File: config.mk
export PLATFORM = sky130hd
export DESIGN_NAME = seq_alu
export DESIGN_NICKNAME = d
export VERILOG_FILES = /design/src/rtl/seq_alu.sv
export SDC_FILE = /design/constraint.sdc
export NUM_CORES = 1
export LEC_CHECK = 0
export CAP_MARGIN = 10
export CORE_MARGIN = 1.5
export CORE_UTILIZATION = 35
export CTS_CLUSTER_SIZE = 28
export DETAILED_ROUTE_END_ITERATION = 12
export SLEW_MARGIN = 15
export SYNTH_ARGS = -nofsm -noshare
export SYNTH_HDL_FRONTEND = slang
export SYNTH_SLANG_ARGS = --single-unit
File: constraint.sdc
create_clock -name clk -period 17.1 [get_ports clk]
set_input_delay 3.42 -clock clk [delete_from_list [all_inputs] [get_ports clk]]
set_output_delay 3.42 -clock clk [all_outputs]
set_load 0.02 [all_outputs]
File: src/rtl/seq_alu.sv
// seq_alu: multi-cycle ALU with start/busy/done handshake, iterative signed MUL/DIV and NZCV-style flags.
// Optional build macro FAST_MUL_EN swaps the iterative multiply for a single-cycle combinational one.
module seq_alu #(
   parameter int WIDTH = 32
) (
   input  logic             clk,
   input  logic             reset,
   input  logic             start,
   input  logic [WIDTH-1:0] A,
   input  logic [WIDTH-1:0] B,
   input  logic [WIDTH-1:0] peripheral_value,
   input  logic [1:0]       TypeCode,
   input  logic [3:0]       OpCode,
   output logic             busy,
   output logic             done,
   output logic [WIDTH-1:0] result,
   output logic             negative,
   output logic             zero,
   output logic             carry,
   output logic             overflow,
   output logic             div_by_zero
);
   localparam int CW = $clog2(WIDTH);
   localparam logic [1:0] IDLE = 2'd0, MUL = 2'd1, DIV = 2'd2, FIN = 2'd3;
   localparam logic [3:0] OP_ADD = 4'd0, OP_SUB = 4'd1, OP_MUL = 4'd2, OP_DIV = 4'd3,
                          OP_AND = 4'd4, OP_OR  = 4'd5, OP_XOR = 4'd6, OP_NEG = 4'd7,
                          OP_MOV = 4'd8, OP_PER = 4'd9;

   logic [1:0]         state;
   logic [CW-1:0]      cnt;
   logic               neg_q;
   logic [2*WIDTH-1:0] acc, mcand;
   logic [WIDTH-1:0]   mplier;
   logic [WIDTH:0]     rem;
   logic [WIDTH-1:0]   quo, dvsr;

   logic [WIDTH-1:0]   mag_a, mag_b;
   logic               go_mul, go_div;
   logic [WIDTH:0]     sum, diff;
   logic [WIDTH-1:0]   sc_res;
   logic               sc_carry, sc_ovf, sc_dbz;
   logic [2*WIDTH-1:0] acc_nx, mul_full;
   logic [WIDTH:0]     rem_sh, rem_nx;
   logic [WIDTH-1:0]   quo_nx, div_res;
   logic               div_ge;
   logic               commit;
   logic [WIDTH-1:0]   c_res;
   logic               c_carry, c_ovf, c_dbz;

   // A signed product fits in WIDTH bits only if its top WIDTH+1 bits are all equal.
   function automatic logic prod_ovf(input logic [2*WIDTH-1:0] p);
      return (|p[2*WIDTH-1:WIDTH-1]) && !(&p[2*WIDTH-1:WIDTH-1]);
   endfunction

   assign mag_a = A[WIDTH-1] ? -A : A;
   assign mag_b = B[WIDTH-1] ? -B : B;
   assign sum   = {1'b0, A} + {1'b0, B};
   assign diff  = {1'b0, A} + {1'b0, ~B} + {{WIDTH{1'b0}}, 1'b1};

`ifdef FAST_MUL_EN
   logic signed [2*WIDTH-1:0] fast_prod;
   assign fast_prod = $signed(A) * $signed(B);
   assign go_mul    = 1'b0;
`else
   assign go_mul    = (TypeCode == 2'b00) && (OpCode == OP_MUL);
`endif
   assign go_div    = (TypeCode == 2'b00) && (OpCode == OP_DIV) && (B != '0);

   always_comb begin
      sc_res   = '0;
      sc_carry = 1'b0;
      sc_ovf   = 1'b0;
      sc_dbz   = 1'b0;
      if (TypeCode != 2'b00) begin
         sc_res = B;
      end else begin
         case (OpCode)
            OP_ADD: begin
               sc_res   = sum[WIDTH-1:0];
               sc_carry = sum[WIDTH];
               sc_ovf   = (A[WIDTH-1] == B[WIDTH-1]) && (sum[WIDTH-1] != A[WIDTH-1]);
            end
            OP_SUB: begin
               sc_res   = diff[WIDTH-1:0];
               sc_carry = diff[WIDTH];
               sc_ovf   = (A[WIDTH-1] != B[WIDTH-1]) && (diff[WIDTH-1] != A[WIDTH-1]);
            end
            OP_AND: sc_res = A & B;
            OP_OR:  sc_res = A | B;
            OP_XOR: sc_res = A ^ B;
            OP_NEG: begin
               sc_res = -A;
               sc_ovf = (A == {1'b1, {(WIDTH-1){1'b0}}});
            end
            OP_MOV: sc_res = B;
            OP_PER: sc_res = peripheral_value;
            // Only a divide by zero takes the single-cycle path.
            OP_DIV: sc_dbz = 1'b1;
`ifdef FAST_MUL_EN
            OP_MUL: begin
               sc_res = fast_prod[WIDTH-1:0];
               sc_ovf = prod_ovf(fast_prod);
            end
`endif
            default: sc_res = '0;
         endcase
      end
   end

   always_comb begin
      acc_nx   = mplier[0] ? acc + mcand : acc;
      mul_full = neg_q ? -acc_nx : acc_nx;
      rem_sh   = {rem[WIDTH-1:0], quo[WIDTH-1]};
      div_ge   = rem_sh >= {1'b0, dvsr};
      rem_nx   = div_ge ? rem_sh - {1'b0, dvsr} : rem_sh;
      quo_nx   = {quo[WIDTH-2:0], div_ge};
      div_res  = neg_q ? -quo_nx : quo_nx;
   end

   always_comb begin
      commit  = 1'b0;
      c_res   = sc_res;
      c_carry = sc_carry;
      c_ovf   = sc_ovf;
      c_dbz   = sc_dbz;
      case (state)
         MUL: begin
            commit  = (cnt == '0);
            c_res   = mul_full[WIDTH-1:0];
            c_carry = 1'b0;
            c_ovf   = prod_ovf(mul_full);
            c_dbz   = 1'b0;
         end
         DIV: begin
            // Only MIN / -1 leaves a positive quotient with its top bit set.
            commit  = (cnt == '0);
            c_res   = div_res;
            c_carry = 1'b0;
            c_ovf   = !neg_q && quo_nx[WIDTH-1];
            c_dbz   = 1'b0;
         end
         default: commit = start && !go_mul && !go_div;
      endcase
   end

   always_ff @(posedge clk) begin
      if (reset) begin
         state       <= IDLE;
         cnt         <= '0;
         neg_q       <= 1'b0;
         acc         <= '0;
         mcand       <= '0;
         mplier      <= '0;
         rem         <= '0;
         quo         <= '0;
         dvsr        <= '0;
         result      <= '0;
         negative    <= 1'b0;
         zero        <= 1'b0;
         carry       <= 1'b0;
         overflow    <= 1'b0;
         div_by_zero <= 1'b0;
      end else begin
         if (commit) begin
            result      <= c_res;
            negative    <= c_res[WIDTH-1];
            zero        <= (c_res == '0);
            carry       <= c_carry;
            overflow    <= c_ovf;
            div_by_zero <= c_dbz;
         end
         case (state)
            MUL: begin
               acc    <= acc_nx;
               mcand  <= mcand << 1;
               mplier <= mplier >> 1;
               cnt    <= cnt - 1'b1;
               if (cnt == '0) state <= FIN;
            end
            DIV: begin
               rem <= rem_nx;
               quo <= quo_nx;
               cnt <= cnt - 1'b1;
               if (cnt == '0) state <= FIN;
            end
            default: begin
               state <= IDLE;
               if (start) begin
                  neg_q <= A[WIDTH-1] ^ B[WIDTH-1];
                  cnt   <= CW'(WIDTH - 1);
                  if (go_mul) begin
                     state  <= MUL;
                     acc    <= '0;
                     mcand  <= {{WIDTH{1'b0}}, mag_a};
                     mplier <= mag_b;
                  end else if (go_div) begin
                     state <= DIV;
                     rem   <= '0;
                     quo   <= mag_a;
                     dvsr  <= mag_b;
                  end else begin
                     state <= FIN;
                  end
               end
            end
         endcase
      end
   end

   assign done = (state == FIN);
   assign busy = (state == MUL) || (state == DIV);
endmodule

==> flow_results.org, run 1 <==
** Status
- Run status :: completed

** Run
- Max-cap violations in this run came to 0.

** Synth
- Number of warning messages in the yosys log :: 0
- After technology mapping, the gate count stands at 4113.
- Share of synthesized area occupied by flip-flops and latches :: 20.8%
- Share of flip-flops with an asynchronous set or reset :: 0%
- Synthesized net count :: about 4400
- Cell area after technology mapping :: between 20000 and 30000 um^2
- Number of synthesized flops with an enable pin :: 0
- Distinct cell type count after synthesis :: 120
- In the synthesized netlist the dominant register cell turns out to be dfxtp_1.
- Mean cell area of the mapped netlist :: 7.04 um^2
- Register bit count reported by yosys :: 300

** Routing
- After detailed routing, the number of remaining DRC violations is 0.
- Wires add up to ~110000 um.
- The pre-antenna-repair detailed-routing pass consisted of 6 iterations.
- Dividing the detail-routed via count by the number of cells gives 6.03.
- Detailed Route Iter0 Violations :: approximately 3100
- The count of nets left with antenna violations once routing finished came out at 0.
- Routed via count :: 31100
- Mean routed wirelength per cell :: 21.4 um

** GRT
- Wire length of the first global-routing pass :: around 170000 um
- Residual overflow from global routing :: 0
- Global routing used 25.1% of the available tracks across all layers.
- Antenna violations before repair :: 0
- Largest net degree at the start of global routing :: 214
- Vias in the first global route :: a little under 30000

** Cells and area
- The filler cells instantiated in the layout total just under 9000.
- Leading cell type in the layout, fill and taps excluded :: nand2_1
- Most frequent cells in the layout :: nand2_1, nor2_1, a21oi_1, dfxtp_1, o21ai_0
- Cells fill roughly 40% of the core in the end.
- At the end of the flow, the number of nets in the layout was 4382.
- Antenna Diode Count :: 0
- In the final layout, the share of cells above drive strength 1 is 5.22%.
- Area added between synthesis and finish :: 11.5%

** Floorplanning
- Top-level I/O count :: between 100 and 150
- Height of the die :: 291 um
- Row generation in the floorplan step produced 105 rows.
- Core Box Area :: roughly 80000 um^2
- Initial standard-cell utilization of the core :: 35.3%
- Chip width :: 291 um
- Die footprint :: 84400 um^2

** Placed design
- Final estimated routing congestion in global placement :: 1.02
- Once detailed placement completed, the half-perimeter wirelength came to 80900 um.
- In this run the tool buffered the top-level ports with around 140 buffer cells.
- Worst Setup Slack post-DPL :: 7790 ps

** CTS
- TritonCTS buffer count :: 41
- Maximum level of the CTS H-tree :: 2
- Clock-pin slew was measured on the worst setup and hold paths at about 60 ps.
- In this run the deepest clock path goes through 3 buffers.
- CTS Hold Buffers Added :: 0
- Post-CTS repair changed the size of 0 cells.
- Counting every sink on the clock net gives 300.
- Clock tree from TritonCTS :: yes
- Post-CTS Setup Inserts :: 0
- The tree is rooted in a clkbuf_16.
- Clock latency of the later-clocked register in the worst-skew pair :: 600 ps

** Setup path
- The signal on the critical path passes through clkdlybuf4s50_1 > inv_1 > ha_1 > nand4_1 > or4_1 > or4_1 > or3_1 > o311ai_1 > nand2b_1 > a21o_2 > nor2_1 > nand3_1 > nor4_1 > nor4bb_1 > nand4b_1 > nor4bb_1 > a32o_1.
- Worst Setup Start Kind :: input port
- The critical path is of the in2reg type.
- The worst setup path is captured at a flip-flop.
- Data arrival time of the critical path :: 9360 ps
- Data required, critical path :: 17650 ps
- Along the worst path, the maximum fanout reaches 8.
- Crit-path max cell delay :: about 730 ps
- Slowest stage cell, crit path :: o311ai_1

** Timing
- Tcrit/Tclk final :: between 50% and 60%
- Transition time of the tightest slew-check pin :: ~1100 ps
- Setup violations remaining at the end of the flow were counted as 0.
- Number of slew-limit violations in the final report :: 0
- After layout, the worst setup slack is approximately 8300 ps.
- Measured against its own limit, the worst slew margin works out to between 20% and 30%.
- Setup repair after global routing left no endpoint under its margin.
- Adding up every negative setup slack in the final design gives 0 ps.
- Timing would allow up to 113 MHz.
- Clock skew on the completed layout was measured at 49.7 ps.
- The final number of hold-violating endpoints came to 0.
- The worst path in the final design needs a cycle of roughly 8800 ps, including I/O delays and setup.
- Across all hold checks on the routed design, the worst slack comes to roughly 450 ps.

** Power and ir drop
- The design draws 4.96 mW.
- Summed over all cells, the static leakage comes to 11.9 nW.
- In this run the power density over the cells is around 150 nW/um^2.
- Worst supply voltage drop on vdd :: approximately 0.27 mV

** Min path
- The min-delay analysis places its worst path in the category reg2reg.
[state kept, by name (all words and copies together) (netlist names)]
register     count
cnt              5
zero             1
mplier          32
result          32
dvsr            32
acc             64
state            2
overflow         1
carry            1
quo             32
div_by_zero      1
mcand           64
neg_q            1
rem             32
[kinds of logic after synthesis]
family | synth area share, %
AOI/OAI and AO/OA | 32.5
xor gates and xnor gates | 6.33
adders and majority gates | 8.97
buffers and inverters | 6.40
DFF | 20.8
muxes | 1.14
and+or+nand+nor | 24.0
[report_power, final]
group	leakage (nW)	switching [mW]	internal, mW
clock	0.618	0.357	0.498
sequential	2.43	0.140	0.825
combinational	8.88	2.06	1.07
[metal layers]
metal  global-route usage, %  up-vias  share of wire [%]
li1                        -    14900                  -
met1                    34.3    14700                 44
met2                    39.9     1314                 44
met3                    3.49      239                7.4
met4                    9.96        0                4.1
met5                       0        -                  0
[final timing paths]
| check | from | to | slack (ps) | cells past startpoint |
|---|---|---|---|---|
| min | mplier[21] | mplier[21] | 450 | 2 |
| min reg2reg | mplier[21] | mplier[21] | 450 | 2 |
| max | B[1] | zero | 8290 | 17 |
| max reg2reg | mcand[0] | overflow | 9650 | 18 |
[synth_stat cells (42+ instances only)]
cell type    n  area (um^2)
nand2b_1    42          263
a211oi_1    63          473
nand4_1     47          294
nand2_1    566         2120
a21oi_1    405         2030
inv_1      179          672
a21o_1      57          428
o21ai_0    285         1430
nor2_1     412         1550
o211ai_1    53          398
a221oi_1    50          438
xnor2_1    168         1470
nor3_1      96          480
dfxtp_1    300         6010
clkbuf_1   227          852
o31ai_1     50          375
nand3_1    101          505
ha_1       201         2510
a22oi_1     99          743
[critical path: cells and delay by family]
kind	cells	cell delay, ps
adders and majority gates	1	250
AOI/OAI and AO/OA	3	1180
buffers and inverters	2	810
and+or+nand+nor	11	3670
[layout make-up]
class | instances | area, um^2 | share of cell area (%)
clock buffers | 59 | 1150 | 3.57
clock inverters | 8 | 139 | 0.430
inverters | 180 | 676 | 2.09
multi-input cells | 3360 | 21200 | 65.6
flip-flops and latches | 300 | 6010 | 18.6
well taps | 1070 | 1340 | 4.15
repair buffers | 189 | 1790 | 5.56
[stage by stage]
stage	cells	instance area, um^2
after global placement	5099	31000
after global routing	5166	32300
after floorplan	4113	28900
final	5166	32300
after CTS	5166	32300
after detailed placement	5099	31000
(Power assumes the default switching activity.)
==> inputs of run 2 (changes only) <==
- clock period: 17.1 -> 8.9 ns (I/O delays scaled with it)
==> run 2 against run 1 <==
Effect of this change: non-clock buffer count is 1 higher; utilization is 0.23 points higher; critical path depth stayed put; sequential power is 92% higher; clock power is 110% higher; largest cell class unchanged; design area is 0.58% higher; highest routed layer unchanged.
==> flow_results.org, run 2 (synthesis results as in run 1) <==
** Routing
- Detail-routed via count per cell :: 6.02 (was 6.03)
- Detailed Route Iter0 Violations :: 3021 (was 3132)
- The number of remaining DRC errors is 0 (unchanged).
- The via count was 31100 (about the same).
- The overall routed net length is 111000 um (about the same).
- Detailed-routing iteration count for the pre-antenna-repair pass :: 8 (was 6)
- Mean routed wirelength per cell :: 21.5 um (was 21.4 um)
- Number of routed nets with antenna violations :: 0 (unchanged)

** Setup path
- The worst setup path endpoint is zero (unchanged).
- Data required, critical path :: 9450 ps (was 17650 ps)
- The register-to-register setup slack came to 1520 ps (was 9650 ps).
- The type of element capturing the critical path is a flip-flop (unchanged).
- The worst reg2reg path endpoint is overflow (unchanged).
- Data arrival time of the critical path :: 8330 ps (was 9360 ps)
- Cell depth of the worst flop-to-flop path :: 18 (unchanged)
- The launching element of the worst setup path was B[1] (unchanged).
- Crit-path max FO :: 51 (was 8)
- The category of the worst setup path launch point was an input port (unchanged).
- Classification of the worst setup path :: in2reg (unchanged)
- The beginning of the worst register-to-register path is mcand[0] (unchanged).

** GRT
- The total track usage is 25.2% (was 25.1%).
- The remaining global-route overflow came to 0 (unchanged).
- The initial antenna violation count was 1 (was 0).
- Wire length of the first global-routing pass :: 170000 um (about the same)
- Largest net degree at the start of global routing :: 225 (was 214)
- The number of global-route vias before repair is 28600 (was 28900).

** Cells and area
- Fill cell total of the finished layout :: 8708 (was 8648)
- The number of nets in the finished design is 4384 (was 4382).
- Most frequent cells in the layout :: nand2_1, nor2_1, a21oi_1, dfxtp_1, o21ai_0 (unchanged)
- Antenna Diode Count :: 0 (unchanged)
- Fraction of layout instances using a drive strength above 1 :: 5.72% (was 5.22%)
- Area added between synthesis and finish :: 12.2% (was 11.5%)
- Leading cell type in the layout, fill and taps excluded :: nand2_1 (unchanged)
- Regs by FF count :: acc: 64 flops, mcand: 64 flops (unchanged)

** Placed design
- Final estimated routing congestion in global placement :: 0.991 (was 1.02)
- Port bufs :: 143 (unchanged)
- The final HPWL from detailed placement was 81300 um (was 80900 um).

** Timing
- Static timing analysis puts the maximum clock frequency at between 100 and 150 MHz.
- Setup skew after layout :: 40.7 ps (was 49.7 ps)
- For the finished layout, the period the worst path requires is 7770 ps.
- Number of slew-limit violations in the final report :: 0 (unchanged)
- The headroom to the max-slew limit was 24.0% (was 26.9%).
- Setup repair after global routing missed its margin :: false (unchanged)
- Final count of negative-setup-slack endpoints :: 0 (unchanged)
- The final number of hold-violating endpoints is 0 (unchanged).
- Transition time of the tightest slew-check pin :: 1140 ps (was 1080 ps)
- The worst path uses 87.4% of the clock period.
- Setup TNS after final layout :: 0 ps (unchanged)

** Power and ir drop
- The total design power came to 9.63 mW (was 4.96 mW).
- The cell leakage power is 12.0 nW (was 11.9 nW).
- Worst supply voltage drop on vdd :: 0.519 mV (was 0.268 mV)
- Ratio of total power to cell area :: 297 nW/um^2 (was 154 nW/um^2)

** Floorplanning
- The count of standard-cell rows came to 105 (unchanged).
- The number of top-level pins is 144 (unchanged).
- The die outline area came to 84400 um^2 (unchanged).
- The core region area is 82000 um^2 (unchanged).
- The die outline height is 291 um (unchanged).
- The width of the chip is 291 um (unchanged).
- Initial standard-cell utilization of the core :: 35.3% (unchanged)

** Min path
- Worst min-delay path class :: reg2reg (unchanged)
- The startpoint of the lowest-slack hold path is mplier[14] (was mplier[21]).

** CTS
- Root buf cell :: clkbuf_16 (unchanged)
- Clock tree from TritonCTS :: yes (unchanged)
- The number of setup buffers added after CTS was 0 (unchanged).
- TritonCTS buffer count :: 42 (was 41)
- Total of cells resized after clock tree synthesis :: 0 (unchanged)
- The H-tree level count is 2 (unchanged).
- The count of hold-fix buffers inserted at cts was 0 (unchanged).
- Clock Tree Buf Depth :: 3 (unchanged)
- The clock slew at the register clock pins of the worst setup and hold paths came to 60 ps (about the same).
- Clock latency of the later-clocked register in the worst-skew pair :: 610 ps (was 600 ps)
- The total number of clock tree sinks came to 300 (unchanged).

** Run
- Max Cap Violations :: 0 (unchanged)

** Status
- Run status: completed (unchanged).
==> run 2: cell count changes in the layout (fill, tap and decap cells not counted), moves of 2 or more <==
| cell | delta |
|---|---|
| clkbuf_1 | -8 |
| clkbuf_8 | +3 |
| clkinv_2 | +7 |
| clkinv_4 | +2 |
| inv_6 | +3 |
==> run 2: where the power goes <==
group / leakage (nW) / switching (mW) / internal [mW]
combinational: 8.89 / 3.94 / 2.06
clock: 0.708 / 0.732 / 1.04
sequential: 2.43 / 0.268 / 1.59
==> run 2: how the worst min path moves through the flow <==
stage	end	slack [ps]	depth (start not counted)
floorplan	mplier[1]	430	2
global placement	mplier[17]	440	2
detailed placement	mplier[14]	440	2
CTS	mplier[14]	450	2
global route	mplier[16]	470	2
finish	mplier[14]	450	2
==> run 2: worst max-delay path, cell delays in order <==
cell,delay [ps]
clkdlybuf4s50_1,600
inv_1,240
ha_1,260
nand4_1,340
or4_1,690
or4_1,580
or3_1,540
o311ai_1,720
nand2b_1,230
a21o_2,590
nor2_1,260
nand3_1,100
nor4_1,250
nor4bb_1,420
nand4b_1,210
nor4bb_1,300
a32o_1,190
==> run 2: per-layer routing <==
metal / share of wire [%] / global-route usage (%) / up-vias
met5: 0 / 0 / -
met4: 3.7 / 8.85 / 0
met3: 7.6 / 3.45 / 217
met2: 45 / 40.7 / 1304
met1: 44 / 34.2 / 14700
li1: - / - / 14900
==> run 2: per-stage QoR <==
stage	util [%]	std cells	hold slack [ps]	setup slack [ps]	area, um^2
2_1_floorplan	-	4113	429	2770	28900
3_3_place_gp	37.8	5100	439	790	31000
3_5_place_dp	37.8	5100	444	652	31000
4_1_cts	39.6	5177	451	1290	32400
5_1_grt	39.6	5177	466	912	32500
6_report	39.6	5177	450	1130	32500
==> run 2: layout make-up <==
type | instances | area (um^2) | area share [%]
clock inverter | 22 | 259 | 0.798
multi-input combinational | 3360 | 21200 | 65.2
inverter | 180 | 676 | 2.08
timing repair buffer | 190 | 1810 | 5.59
tap | 1070 | 1340 | 4.12
clock buffer | 55 | 1190 | 3.67
sequential | 300 | 6010 | 18.5
